File: src/rtl/pipeline_pkg.sv
// Shared encodings for the pipeline hazard controller.
package pipeline_pkg;

    // EX_MEM_Branch codes; 2'b11 is reserved and never redirects
    localparam logic [1:0] BR_NONE = 2'b00;
    localparam logic [1:0] BR_BEQ  = 2'b01;
    localparam logic [1:0] BR_BNE  = 2'b10;

    // pc_sel codes
    localparam logic [1:0] PCSEL_SEQ = 2'b00;
    localparam logic [1:0] PCSEL_BR  = 2'b01;
    localparam logic [1:0] PCSEL_J   = 2'b10;

    typedef enum logic {
        ST_FILL = 1'b0,
        ST_RUN  = 1'b1
    } state_e;

endpackage

File: src/rtl/sat_counter.sv
// Saturating up-counter with increment enable; sticks at all-ones.
module sat_counter #(
    parameter int W = 16
) (
    input  logic         clock,
    input  logic         reset,
    input  logic         inc,
    output logic [W-1:0] count
);

    logic [W-1:0] count_q;
    logic [W-1:0] count_d;

    // next value: increment unless already saturated
    always_comb begin
        count_d = count_q;
        if (inc && (count_q != {W{1'b1}})) begin
            count_d = count_q + W'(1);
        end
    end

    // count register
    always_ff @(posedge clock or posedge reset) begin
        if (reset) begin
            count_q <= '0;
        end else begin
            count_q <= count_d;
        end
    end

    assign count = count_q;

endmodule

File: src/rtl/pipeline_hazard_ctrl.sv
// Load-use bubble insertion, MEM-stage redirect squash, post-reset fill
// masking and stall/flush performance counters for a 5-stage pipeline.
//
// state | meaning
// FILL  | pipeline filling after reset; redirects ignored, stalls honoured
// RUN   | filled; redirects honoured (terminal until reset)
module pipeline_hazard_ctrl
    import pipeline_pkg::*;
#(
    parameter int FILL_CYCLES = 3,
    parameter int CNT_W       = 16
) (
    input  logic             clock,
    input  logic             reset,
    input  logic [4:0]       ID_rs,
    input  logic [4:0]       ID_rt,
    input  logic             ID_uses_rt,
    input  logic             ID_EX_MemtoReg,
    input  logic [4:0]       ID_EX_wreg,
    input  logic [1:0]       EX_MEM_Branch,
    input  logic             EX_MEM_zero,
    input  logic             EX_MEM_Jump,
    output logic             pc_write,
    output logic             IF_ID_write,
    output logic             IF_ID_flush,
    output logic             ID_EX_flush,
    output logic             EX_MEM_flush,
    output logic [1:0]       pc_sel,
    output logic             ready,
    output logic [CNT_W-1:0] stall_cnt,
    output logic [CNT_W-1:0] flush_cnt
);

    localparam int FW = (FILL_CYCLES > 1) ? $clog2(FILL_CYCLES) : 1;
    localparam logic [FW-1:0] FCNT_LAST = FW'(FILL_CYCLES - 1);

    state_e        state_q, state_d;
    logic [FW-1:0] fcnt_q, fcnt_d;
    logic          taken;
    logic          lu;

    // fill sequencing: count up to FCNT_LAST, then move to RUN for good
    always_comb begin
        state_d = state_q;
        fcnt_d  = fcnt_q;
        if (state_q == ST_FILL) begin
            if (fcnt_q == FCNT_LAST) begin
                state_d = ST_RUN;
            end else begin
                fcnt_d = fcnt_q + FW'(1);
            end
        end
    end

    // state and fill-count registers
    always_ff @(posedge clock or posedge reset) begin
        if (reset) begin
            state_q <= ST_FILL;
            fcnt_q  <= '0;
        end else begin
            state_q <= state_d;
            fcnt_q  <= fcnt_d;
        end
    end

    assign ready = (state_q == ST_RUN) && !reset;

    // hazard detection; $0 is never a real producer, branch code 11 is inert
    always_comb begin
        taken = (state_q == ST_RUN) &&
                (EX_MEM_Jump ||
                 ((EX_MEM_Branch == BR_BEQ) &&  EX_MEM_zero) ||
                 ((EX_MEM_Branch == BR_BNE) && !EX_MEM_zero));
        lu    = ID_EX_MemtoReg && (ID_EX_wreg != 5'd0) &&
                ((ID_EX_wreg == ID_rs) || (ID_uses_rt && (ID_EX_wreg == ID_rt)));
    end

    // priority mux: reset hold, redirect, load-use bubble, normal flow
    always_comb begin
        pc_write     = 1'b1;
        IF_ID_write  = 1'b1;
        IF_ID_flush  = 1'b0;
        ID_EX_flush  = 1'b0;
        EX_MEM_flush = 1'b0;
        pc_sel       = PCSEL_SEQ;
        if (reset) begin
            pc_write     = 1'b0;
            IF_ID_write  = 1'b0;
            IF_ID_flush  = 1'b1;
            ID_EX_flush  = 1'b1;
            EX_MEM_flush = 1'b1;
        end else if (taken) begin
            // a coincident load-use is dropped: its instruction is squashed anyway
            IF_ID_flush  = 1'b1;
            ID_EX_flush  = 1'b1;
            EX_MEM_flush = 1'b1;
            pc_sel       = EX_MEM_Jump ? PCSEL_J : PCSEL_BR;
        end else if (lu) begin
            pc_write     = 1'b0;
            IF_ID_write  = 1'b0;
            ID_EX_flush  = 1'b1;
        end
    end

    sat_counter #(.W(CNT_W)) u_stall_cnt (
        .clock (clock),
        .reset (reset),
        .inc   (lu && !taken),
        .count (stall_cnt)
    );

    sat_counter #(.W(CNT_W)) u_flush_cnt (
        .clock (clock),
        .reset (reset),
        .inc   (taken),
        .count (flush_cnt)
    );

endmodule
File: config.mk
export PLATFORM = sky130hd
export DESIGN_NAME = pipeline_hazard_ctrl
export DESIGN_NICKNAME = d
export VERILOG_FILES = /design/src/rtl/pipeline_pkg.sv /design/src/rtl/sat_counter.sv /design/src/rtl/pipeline_hazard_ctrl.sv
export SDC_FILE = /design/constraint.sdc
export NUM_CORES = 1
export LEC_CHECK = 0
export BUFFER_PORTS_ARGS = -buffer_cell sky130_fd_sc_hd__buf_2
export CORE_ASPECT_RATIO = 1.5
export CORE_MARGIN = 10
export CORE_UTILIZATION = 46
export CTS_BUF_LIST = sky130_fd_sc_hd__clkbuf_16
export DETAILED_ROUTE_END_ITERATION = 16
export PLACE_DENSITY_LB_ADDON = 0.1
export SYNTH_ARGS = -nofsm -noshare
export SYNTH_HDL_FRONTEND = slang
export SYNTH_HIERARCHICAL = 1
export SYNTH_SLANG_ARGS = --single-unit
File: constraint.sdc
create_clock -name clock -period 2.1 [get_ports clock]
set_clock_uncertainty 0.1 [all_clocks]
set_input_delay 0.105 -clock clock [delete_from_list [all_inputs] [get_ports clock]]
set_output_delay 0.105 -clock clock [all_outputs]
set_load 0.05 [all_outputs]
After elaboration in Yosys (flattened, before gate mapping). Index checks and enable logic that the tools add are counted.

Word-level logic and storage cells: 47. Bits in registers: 35. Output and inout bits: 40. Input bits: 23.

Add/sub/neg operators: 3. Multiplexer cells: 13. Bitwise gates (word level): 2. Equality and inequality tests: 7. Reductions and logical operators: 18.

Operator list (count): $add A16 B1 Y16 const B (2); $ne A16 B16 Y1 const B (2); $eq A5 B5 Y1 (2); $logic_and A1 B1 Y1 (10); $mux W1 (10); $mux W2 (3); $reduce_bool A5 Y1 (1); $eq A2 B2 Y1 const B (2); $logic_not A1 Y1 (3); $logic_or A1 B1 Y1 (3); $add A2 B1 Y2 const B (1); $eq A2 B1 Y1 const B (1); $not A1 Y1 (2); $reduce_and A2 Y1 (1).

Longest topological paths before layout. Gate-level depths: netlist of run 1.

Word-level depth: 8. Depth in mapped cells: 8. Depth with buffers taken out: 8.

Hierarchy. Netlist of run 1, hierarchy kept.

Modules (own cells, without submodules): sat_counter (cells an instance 71, area each 805.8 um^2, sequential area each 400.4 um^2, instances 2); pipeline_hazard_ctrl (cells an instance 40, area each 347.8 um^2, sequential area each 75.1 um^2, instances 1).

Worst setup path before layout of run 1. OpenSTA, ideal clock, no wires.

Kind: reg2out. From: register state_q. To: output pc_sel[0]. Path buffers: 0. Setup slack: -0.461 ns. Arrival time: 2.356 ns. Stages on the path, launching flop included: 3. Path through: dfrtp_1 nor2b_1 nor3b_1.

Cells in the longest elaborated chain, start to end: 3.

RTL lines: from (decl) (line pipeline_hazard_ctrl.sv:37) `state_e state_q, state_d;`; from (signal assigned) (line pipeline_hazard_ctrl.sv:61) `state_q <= state_d;`; $logic_and A1 B1 Y1 (line pipeline_hazard_ctrl.sv:70) `taken = (state_q == ST_RUN) &&`; $mux W2 (line pipeline_hazard_ctrl.sv:92) `end else if (taken) begin`; $mux W2 (line pipeline_hazard_ctrl.sv:86) `if (reset) begin`; to (decl) (line pipeline_hazard_ctrl.sv:28) `output logic [1:0] pc_sel,`.

Every way passes these cells.

Final worst setup path of run 1.
From: input ID_EX_wreg[4]. To: register u_stall_cnt.count_q[14] (netlist: u_stall_cnt/count[14]).

Cells in the longest elaborated chain, start to end: 6.

RTL lines: from (decl) (line pipeline_hazard_ctrl.sv:19) `input logic [4:0] ID_EX_wreg,`; $eq A5 B5 Y1 (line pipeline_hazard_ctrl.sv:75) `((ID_EX_wreg == ID_rs) || (ID_uses_rt && (ID_EX_wreg == ID_rt)));`; $logic_and A1 B1 Y1 (line pipeline_hazard_ctrl.sv:75); $logic_or A1 B1 Y1 (line pipeline_hazard_ctrl.sv:75); $logic_and A1 B1 Y1 * (line pipeline_hazard_ctrl.sv:74) `lu = ID_EX_MemtoReg && (ID_EX_wreg != 5'd0) &&`; $logic_and A1 B1 Y1 * (line pipeline_hazard_ctrl.sv:108) `.inc (lu && !taken),`; $logic_and A1 B1 Y1 * (line sat_counter.sv:17) `if (inc && (count_q != {W{1'b1}})) begin`; to (signal assigned) (line sat_counter.sv:27) `count_q <= count_d;`; to (decl) (line sat_counter.sv:11) `logic [W-1:0] count_q;`.

Every way passes the cells marked *; elsewhere a longest branch is shown, timed or not. A chain may end at the register's enable or synchronous reset.

==> flow_summary_export.csv, run 1 <==
group,metric,value,unit
layout,finalNonFillerCells,303,
critical_path,cp.required,2160,ps
die,io_pins,63,
sta,relSlewSlack,58.8,%
sta,period_share,85.1,%
placement,place_congestion,0.839,
power,p_leak,1.28,nW
sta,setup_viol,0,
yosys,syn_avg_cell_area,10.8,um^2
critical_path,path_max_fanout,3,
critical_path,startpoint_type,"input pin",
yosys,yosys_warnings,6,
die,core,4170,um^2
critical_path,ff2ff_path_depth,6,
global_route,grt_pass1_wl,7900,um
yosys,synth_area,1960,um^2
global_route,grt_usage,13.2,%
critical_path,path_class,"input pin to flop",
power,seqPwrFrac,37.2,%
global_route,grt_pass1_vias,1699,
cts,clkSinkCount,35,
detailed_routing,drt-pass1-iter-count,4,
cts,cts_resized,0,
power,total_power,0.00236,W
critical_path,cp_cell_sequence,"buf_2, xor2_1, nor4_2, a32oi_1, nor3_2, and4_1, nand3_1, nor2_1, mux2_2",
run,cap_violations,0,
die,initial_core_util,47.0,%
global_route,grt_antenna_before_repair,0,
yosys,syn_nets,208,
placement,place_inst,295,
power,peakVddDrop,0.891,mV
sta,period_minus_slack,1790,ps
layout,nFillCells,373,
hold_path,hold_class,"input pin to asynchronous set/reset pin",
layout,final_util,61.0,%
critical_path,cp-end-kind,"flop",
cts,cts.path.max_buffers,2,
placement,hpwl,3750,um
yosys,synth-seq-cells,35,
global_route,grt_start_max_net_pins,17,
cts,cts_tree,"built",
global_route,gr-total-overflow,0,
critical_path,critPathBufInv,1,
critical_path,crit_path_max_incr_delay,330,ps
critical_path,crit_slowest_cell,"mux2_2",
run_status,status,"finished clean",
layout,num_antenna_cells,0,
cts,worstSkewPairLatency,270,ps
sta,worstMarginPinSlew,618,ps
die,die_area,7320,um^2
sta,fmax,560,MHz
placement,portBuffers,62,
critical_path,cp_data_arrival_time,1850,ps
yosys,synth_seq_area_share,44.7,%
detailed_routing,viasPerCell,5.42,
layout,drive_gt1_share,37.4,%
die,die_x,73.3,um
power,power_frac_comb,28.8,%
placement,pre_cts_ws,16.0,ps
cts,clk_pin_slew,60,ps
detailed_routing,vias,1641,
sta,rsz0062_at_grt,"no",
detailed_routing,routed_wl,4680,um
layout,final_nets,283,
cts,cts-root-buf,"clkbuf_16",
power,swShare,36.1,%
detailed_routing,wire_per_inst,15.4,um
critical_path,worst-path-stages,9,
critical_path,path_delay_family,"simple AND/OR/NAND/NOR gates",
detailed_routing,antenna_left,0,
yosys,synth_cell_type_count,35,
detailed_routing,drtIter0Drc,76,
power,p_sw,0.000851,W
sta,finalHoldViolCount,0,
detailed_routing,drcViolationCount,0,
cts,htreeDepth,2,
yosys,syn_inst,182,
layout,synthToLayoutAreaGrowth,29.8,%
die,rows,29,
power,power.density,926,nW/um^2
die,die_y,99.9,um
sta,finalMaxSlewViolations,0,
power,p_int,0.00150,W
cts,cts_inserted_buffers,5,
power,p_clk_share,33.9,%
sta,layout_setup_ws,314,ps
synthesized netlist by cell type:
| library cell | number | share of area [%] |
|---|---|---|
| and3b_1 | 1 | 0.45 |
| o31a_1 | 2 | 0.89 |
| nand2_1 | 12 | 2.3 |
| nand4_4 | 2 | 2.2 |
| and3_2 | 2 | 0.77 |
| nand2b_1 | 2 | 0.64 |
| xnor2_1 | 24 | 11 |
| nand4_2 | 2 | 1.3 |
| and3_1 | 8 | 2.6 |
| nor2_1 | 10 | 1.9 |
| inv_1 | 5 | 0.96 |
| and4_2 | 2 | 1.0 |
| nand4_1 | 10 | 3.2 |
| mux2i_1 | 2 | 1.0 |
| and4_1 | 6 | 2.7 |
| mux2_2 | 4 | 2.3 |
| a32oi_1 | 1 | 0.45 |
| o21ai_2 | 1 | 0.45 |
| or2_4 | 1 | 0.45 |
| o21a_1 | 2 | 0.77 |
| xor2_1 | 9 | 4.0 |
| o21bai_1 | 1 | 0.38 |
| a21oi_1 | 5 | 1.3 |
| nor3b_1 | 2 | 0.77 |
| nor4_4 | 2 | 2.2 |
| dfrtp_1 | 35 | 45 |
| and2_1 | 3 | 0.96 |
| nand3_1 | 14 | 3.6 |
| ha_1 | 3 | 1.9 |
| or4_1 | 1 | 0.38 |
| nor2b_1 | 1 | 0.32 |
| nor3_1 | 2 | 0.51 |
| buf_4 | 2 | 0.77 |
| nor4_2 | 1 | 0.64 |
| nand2_2 | 2 | 0.64 |
worst reg2reg max path, stage by stage, from the launching register on:
cell and delay (ps):
dfrtp_1 350, o31a_1 190, buf_4 170, and4_1 230, nand3_1 130, nor2_1 140
mux2_2 340
path summary, 6_finish.rpt:
kind / startpoint / end / slack [ps]
worst min-delay path: reset / fcnt_q[1] / 220
max in group asynchronous: reset / u_stall_cnt/count[0] / 1090
worst min register to register: u_flush_cnt/count[10] / u_flush_cnt/count[10] / 410
worst max-delay path: ID_EX_wreg[4] / u_stall_cnt/count[14] / 310
min in group clock: ID_EX_MemtoReg / u_stall_cnt/count[0] / 270
worst max register to register: state_q / u_flush_cnt/count[14] / 330
registers in the layout (all words and copies together) (netlist names):
signal and cells:
u_stall_cnt/count 16, u_flush_cnt/count 16, state_q 1, fcnt_q 2
layout make-up:
cell class	count	area [um^2]	share of cell area, %
timing repair buffer	70	373	14.7
clock buffer	5	125	4.92
tap	46	57.6	2.26
clock inverter	2	33.8	1.33
sequential	35	876	34.4
multi-input combinational	140	1060	41.7
inverter	5	18.8	0.738
repair_timing:
action	CTS	global route
hold endpoints to repair	35	0
buffers inserted	0	0
hold buffers	1	0
power groups by stage:
stage	clock network, W	logic (W)	registers (W)
after CTS	0.000823	0.000689	0.000878
after global routing	0.000850	0.000732	0.000901
final	0.000800	0.000679	0.000877
after floorplan	0	0.000234	0.00114
after detailed placement	0	0.000687	0.000887
after global placement	0	0.000675	0.000888
layer usage:
| metal | track usage (%) | wire (um) | vias up | part of all wire, % |
|---|---|---|---|---|
| li1 | - | - | 804 | - |
| met1 | 13.8 | 1710 | 798 | 37 |
| met2 | 24.2 | 2680 | 34 | 57 |
| met3 | 3.95 | 237 | 5 | 5.1 |
| met4 | 3.74 | 42 | 0 | 0.90 |
| met5 | 0 | 0 | - | 0 |
cell families (layout without fill, tap and decap cells):
family / Yosys count / count (layout) / synth area share (%)
compound gates: 12 / 12 / 4.21
xor+xnor: 33 / 33 / 14.8
fa+ha+maj: 3 / 3 / 1.92
buf+inv: 7 / 82 / 1.72
flops: 35 / 35 / 44.7
mux: 6 / 6 / 3.32
simple gates: 86 / 86 / 29.4
layout by cell type (no fill, tap or decap), types with 2 or more instances in the layout:
cell       synthesis  layout
xor2_1             9       9
nor2_1            10      10
nand4_4            2       2
clkbuf_16          0       5
nand2b_1           2       2
nor4_4             2       2
mux2_2             4       4
nand4_2            2       2
o21a_1             2       2
o31a_1             2       2
buf_4              2       7
inv_1              5       6
nand3_1           14      14
ha_1               3       3
and3_2             2       2
nand2_1           12      12
nand4_1           10      10
xnor2_1           24      24
buf_2              0      62
nand2_2            2       2
and4_1             6       6
dfrtp_1           35      35
and3_1             8       8
and2_1             3       3
a21oi_1            5       5
and4_2             2       2
mux2i_1            2       2
through the flow:
| stage | TNS [ps] | hold slack [ps] | cell area (um^2) |
|---|---|---|---|
| after floorplan | -13.7 | -233 | 1970 |
| after global placement | 0 | -66.6 | 2370 |
| after detailed placement | 0 | -65.3 | 2370 |
| after CTS | 0 | 213 | 2540 |
| after global routing | 0 | 236 | 2540 |
| final | 0 | 219 | 2540 |
Power figures use the tool's default switching activity.
==> inputs of run 2 (changes only) <==
- clock period: 2.1 -> 1.6 ns (I/O delays scaled with it)
==> run 2 against run 1 <==
Effect of this change: the flow now finishes with violations (negative setup slack); register-to-register slack got worse by 500 ps; count of clock-buffer cells in the layout is the same; sequential power is 32% higher; power up 39%; global-route usage rose by 1.1 points; combinational power grew 72%; worst hold slack got worse by 38 ps; core utilization up 14 points; first-iteration DRC count fell by 24%; sequential share of layout area shrank 5.0 points; die area unchanged; design area grew 22%; critical path type is now flop to primary output; largest power group is now combinational logic.
==> flow_summary_export.csv, run 2 (same netlist as run 1, synthesis figures left out) <==
group,metric,value,unit
sta,finalHoldViolCount,0,
critical_path,path_max_fanout,3,
cts,cts.path.max_buffers,2,
global_route,grt_start_max_net_pins,17,
global_route,grt_usage,14.3,%
critical_path,critical_path.startpoint,"state_q",
critical_path,r2r_slack,-170,ps
critical_path,cp.required,1420,ps
die,initial_core_util,47.0,%
layout,final_common_cell,"buf_2",
cts,worstSkewPairLatency,280,ps
cts,cts_tree,"built",
hold_path,hold_class,"input pin to asynchronous set/reset pin",
sta,period_minus_slack,1780,ps
sta,worstMarginPinSlew,626,ps
sta,relSlewSlack,58.2,%
power,p_clk_share,28.6,%
placement,portBuffers,62,
detailed_routing,routed_wl,5350,um
power,p_sw,0.00125,W
sta,layout_setup_ws,-183,ps
critical_path,cp_cell_sequence,"o31a_1, buf_6, buf_6, or2_4, o21bai_4, buf_8",
critical_path,reg2reg_from,"state_q",
power,power.density,1050,nW/um^2
cts,cts-root-buf,"clkbuf_16",
die,die_y,99.9,um
die,die_x,73.3,um
global_route,gr-total-overflow,0,
run,cap_violations,0,
run_status,violations,"negative setup slack",
detailed_routing,wire_per_inst,15.8,um
die,rows,29,
layout,final_cell_mix,"56 x buf_2, 33 x buf_4, 32 x dfrtp_2",
power,peakVddDrop,1.36,mV
die,core,4170,um^2
critical_path,path_class,"flop to primary output",
sta,fmax,561,MHz
sta,period_share,111,%
placement,hpwl,4070,um
detailed_routing,drcViolationCount,0,
detailed_routing,drtIter0Drc,58,
layout,synthToLayoutAreaGrowth,58.9,%
sta,hold_ws,181,ps
detailed_routing,drt-pass1-iter-count,4,
power,p_leak,1.44,nW
layout,drive_gt1_share,67.2,%
layout,num_antenna_cells,0,
detailed_routing,viasPerCell,5.25,
run_status,status,"finished with violations",
sta,rsz0062_at_grt,"yes",
critical_path,crit_top_cell,"buf_6",
cts,clkSinkCount,35,
die,die_area,7320,um^2
power,swShare,38.3,%
global_route,grt_pass1_wl,8470,um
placement,place_congestion,0.831,
critical_path,crit_path_max_incr_delay,370,ps
critical_path,crit_slowest_cell,"dfrtp_1",
global_route,grt_antenna_before_repair,0,
die,io_pins,63,
critical_path,cp_data_arrival_time,1600,ps
layout,finalNonFillerCells,339,
global_route,grt_pass1_vias,1874,
cts,htreeDepth,2,
cts,clk_pin_slew,50,ps
sta,finalMaxSlewViolations,0,
power,seqPwrFrac,35.6,%
cts,cts_inserted_buffers,5,
power,p_int,0.00202,W
detailed_routing,antenna_left,0,
layout,final_nets,318,
sta,setup_viol,20,
critical_path,startpoint_type,"flop",
power,power_frac_comb,35.9,%
critical_path,cp-end-kind,"primary output",
detailed_routing,vias,1779,
critical_path,r2r-end,"u_stall_cnt/count[14]",
critical_path,ff2ff_path_depth,6,
placement,place_inst,325,
[run 2: power by group through the flow]
stage          logic, W  clock network [W]  registers, W
2_1_floorplan  0.000351                  0       0.00155
3_3_place_gp    0.00106                  0       0.00116
3_5_place_dp    0.00108                  0       0.00117
4_1_cts         0.00112           0.000955       0.00116
5_1_grt         0.00126           0.000998       0.00119
6_report        0.00117           0.000934       0.00116
[run 2: critical path: cells and delay by family (launching register included)]
kind | cells | cell delay, ps
compound gates | 2 | 330
simple gates | 1 | 220
flops | 1 | 370
buf+inv | 3 | 400
[run 2: routing by layer]
layer	global-route usage (%)	share of wire [%]
met2	25.9	57
met5	0	0
met3	4.15	5.2
met1	14.5	35
met4	5.90	2.2
[run 2: final cells by class]
class	instances	area [um^2]
repair buffers	105	707
fillers	313	1060
multi-input cells	140	1270
clock inverters	3	20.0
inverters	5	18.8
flip-flops and latches	35	916
well taps	46	57.6
clock buffers	5	125
[run 2: timing repair]
item                                   CTS  global route
gates resized for setup                 19            35
endpoints found under the hold margin   35             0
hold buffers                             1             0
pin swaps                                7            19
buffers inserted                         3             4
setup endpoints to repair               17            31
[run 2: worst max-delay path by stage]
stage | to | cells after the start
detailed placement | u_stall_cnt/count[14] | 9
global route | u_stall_cnt/count[14] | 9
global placement | u_stall_cnt/count[14] | 9
CTS | ID_EX_flush | 6
finish | ID_EX_flush | 6
floorplan | u_stall_cnt/count[14] | 7
[run 2: through the flow]
stage	setup slack, ps	power (W)	instance area [um^2]	TNS (ps)	utilization (%)
2_1_floorplan	-300	0.00190	2080	-2210	-
3_3_place_gp	-366	0.00222	2710	-6150	64.9
3_5_place_dp	-410	0.00225	2710	-6670	64.9
4_1_cts	-223	0.00324	2960	-2170	70.9
5_1_grt	-271	0.00344	3110	-4310	74.6
6_report	-183	0.00327	3110	-1800	74.6
==> inputs of run 3 (changes only) <==
- CORE_UTILIZATION: 46 -> 45
- PLACE_DENSITY: unset -> 0.76
- PLACE_DENSITY_LB_ADDON: 0.1 -> unset
==> run 3 against run 2 <==
Effect of this change: sequential cell count unchanged; sequential power about the same; wire length increased by 2.0%; global-route usage increased by 0.54 points; count of clock-buffer cells in the layout unchanged; largest cell class unchanged; maximum frequency increased by 2.0%; combinational power increased by 3%; worst hold slack improved by 6.0 ps; first-iteration DRC count increased by 22%; the run still ends with negative setup slack left; via count increased by 0.39%; design area decreased by 1.3%; power decreased by 0.37%.
==> flow_summary_export.csv, run 3 (same netlist as run 1, synthesis figures left out) <==
group,metric,value,unit
global_route,grt_pass1_wl,8760,um
sta,layout_setup_ws,-148,ps
power,p_leak,1.43,nW
layout,multi_input_area,1300,um^2
global_route,grt_usage,14.8,%
layout,drive_gt1_share,64.1,%
run,cap_violations,0,
placement,portBuffers,62,
die,core,4210,um^2
global_route,gr-total-overflow,0,
placement,place_congestion,0.858,
cts,htreeDepth,2,
detailed_routing,drcViolationCount,0,
global_route,grt_antenna_before_repair,1,
sta,setup_viol,19,
detailed_routing,routed_wl,5460,um
layout,finalNonFillerCells,328,
sta,worstMarginPinSlew,636,ps
critical_path,path_class,"flop to flop",
detailed_routing,vias,1786,
die,die_area,7450,um^2
placement,hpwl,4030,um
layout,fin_area,3070,um^2
sta,relSlewSlack,57.6,%
detailed_routing,wire_per_inst,16.6,um
cts,clk_pin_slew,50,ps
critical_path,path_max_fanout,3,
layout,ff_latch_area,916,um^2
cts,cts_inserted_buffers,5,
sta,finalMaxSlewViolations,0,
critical_path,startpoint_type,"flop",
detailed_routing,antenna_left,0,
detailed_routing,viasPerCell,5.45,
critical_path,cp-end-kind,"flop",
cts,cts_tree,"built",
sta,fmax,572,MHz
layout,final_nets,306,
critical_path,cp.required,1660,ps
layout,nFillCells,284,
power,power.density,1060,nW/um^2
run_status,violations,"negative setup slack",
layout,synthToLayoutAreaGrowth,56.8,%
die,io_pins,63,
sta,period_minus_slack,1750,ps
die,rows,29,
global_route,grt_start_max_net_pins,17,
global_route,grt_pass1_vias,1943,
cts,worstSkewPairLatency,270,ps
die,die_x,73.9,um
placement,post_dp_cell_area,2640,um^2
detailed_routing,drt-pass1-iter-count,4,
cts,cts-root-buf,"clkbuf_16",
die,die_y,101,um
layout,final_common_cell,"buf_2",
sta,rsz0062_at_grt,"yes",
power,peakVddDrop,1.48,mV
detailed_routing,drtIter0Drc,71,
critical_path,cp_data_arrival_time,1810,ps
sta,finalHoldViolCount,0,
placement,pre_cts_ws,-413,ps
cts,cts.path.max_buffers,2,
sta,period_share,109,%
hold_path,hold_class,"input pin to asynchronous set/reset pin",
layout,final_cell_mix,"53 x buf_2, 32 x dfrtp_2, 23 x buf_4",
die,initial_core_util,46.6,%
cts,clkSinkCount,35,
critical_path,ff2ff_path_depth,6,
layout,final_util,73.0,%
placement,place_inst,315,
power,total_power,0.00326,W
run_status,status,"finished with violations",
run 3: changes by cell type in the layout (fill, tap and decap cells not counted), sizes merged:
cell,previous run,this run
clkinvlp,2,0
clkinv,1,2
diode,0,1
buf,103,92
clkbuf,6,5
inv,5,6
run 3: worst max-delay path: stages (launching register included):
cell	delay, ps
dfrtp_1	380
o31a_1	150
nor3_4	230
and4_4	280
nand3_4	100
nor2_4	100
mux2_4	300
run 3: path summary, 6_finish.rpt:
kind / start / to / slack (ps)
worst max-delay path: state_q / u_stall_cnt/count[14] / -150
worst min-delay path: reset / fcnt_q[0] / 190
worst max register to register: state_q / u_stall_cnt/count[14] / -150
worst min register to register: u_stall_cnt/count[15] / u_stall_cnt/count[15] / 390
max in group asynchronous: reset / u_flush_cnt/count[8] / 560
min in group clock: ID_EX_MemtoReg / u_stall_cnt/count[15] / 350
run 3: final cells by class:
type / instances / share of cell area [%]
diodes: 1 / 0.0814
clock buffers: 5 / 4.07
flip-flops and latches: 35 / 29.8
inverters: 5 / 0.611
multi-input cells: 140 / 42.3
repair buffers: 93 / 20.8
clock inverters: 3 / 0.366
well taps: 46 / 1.87
run 3: what timing repair did:
item                                    4_1_cts  5_1_grt
endpoints found under the setup margin       20       33
hold buffers                                  1        0
hold endpoints to repair                     35        0
pin swaps                                     7       12
setup buffers                                 1        2
resized for setup                            19       42
run 3: per-layer routing:
metal | part of all wire (%) | track usage (%) | wire (um) | up-vias
met3 | 5.9 | 5.03 | 321 | 10
met2 | 60 | 28.1 | 3260 | 40
met5 | 0 | 0 | 0 | -
met1 | 32 | 13.6 | 1740 | 884
met4 | 2.5 | 5.90 | 136 | 0
li1 | - | - | - | 852
run 3: metrics by stage:
step,setup TNS [ps],hold WS (ps)
finish,-1130,187
detailed placement,-5990,-85.8
global placement,-5440,-98.0
global route,-3060,219
CTS,-948,194
floorplan,-2210,-258
run 3: power by group:
part           total (W)  internal, W  switching [W]
sequential       0.00115      0.00101       0.000139
clock           0.000899     0.000559       0.000339
combinational    0.00121     0.000455       0.000752
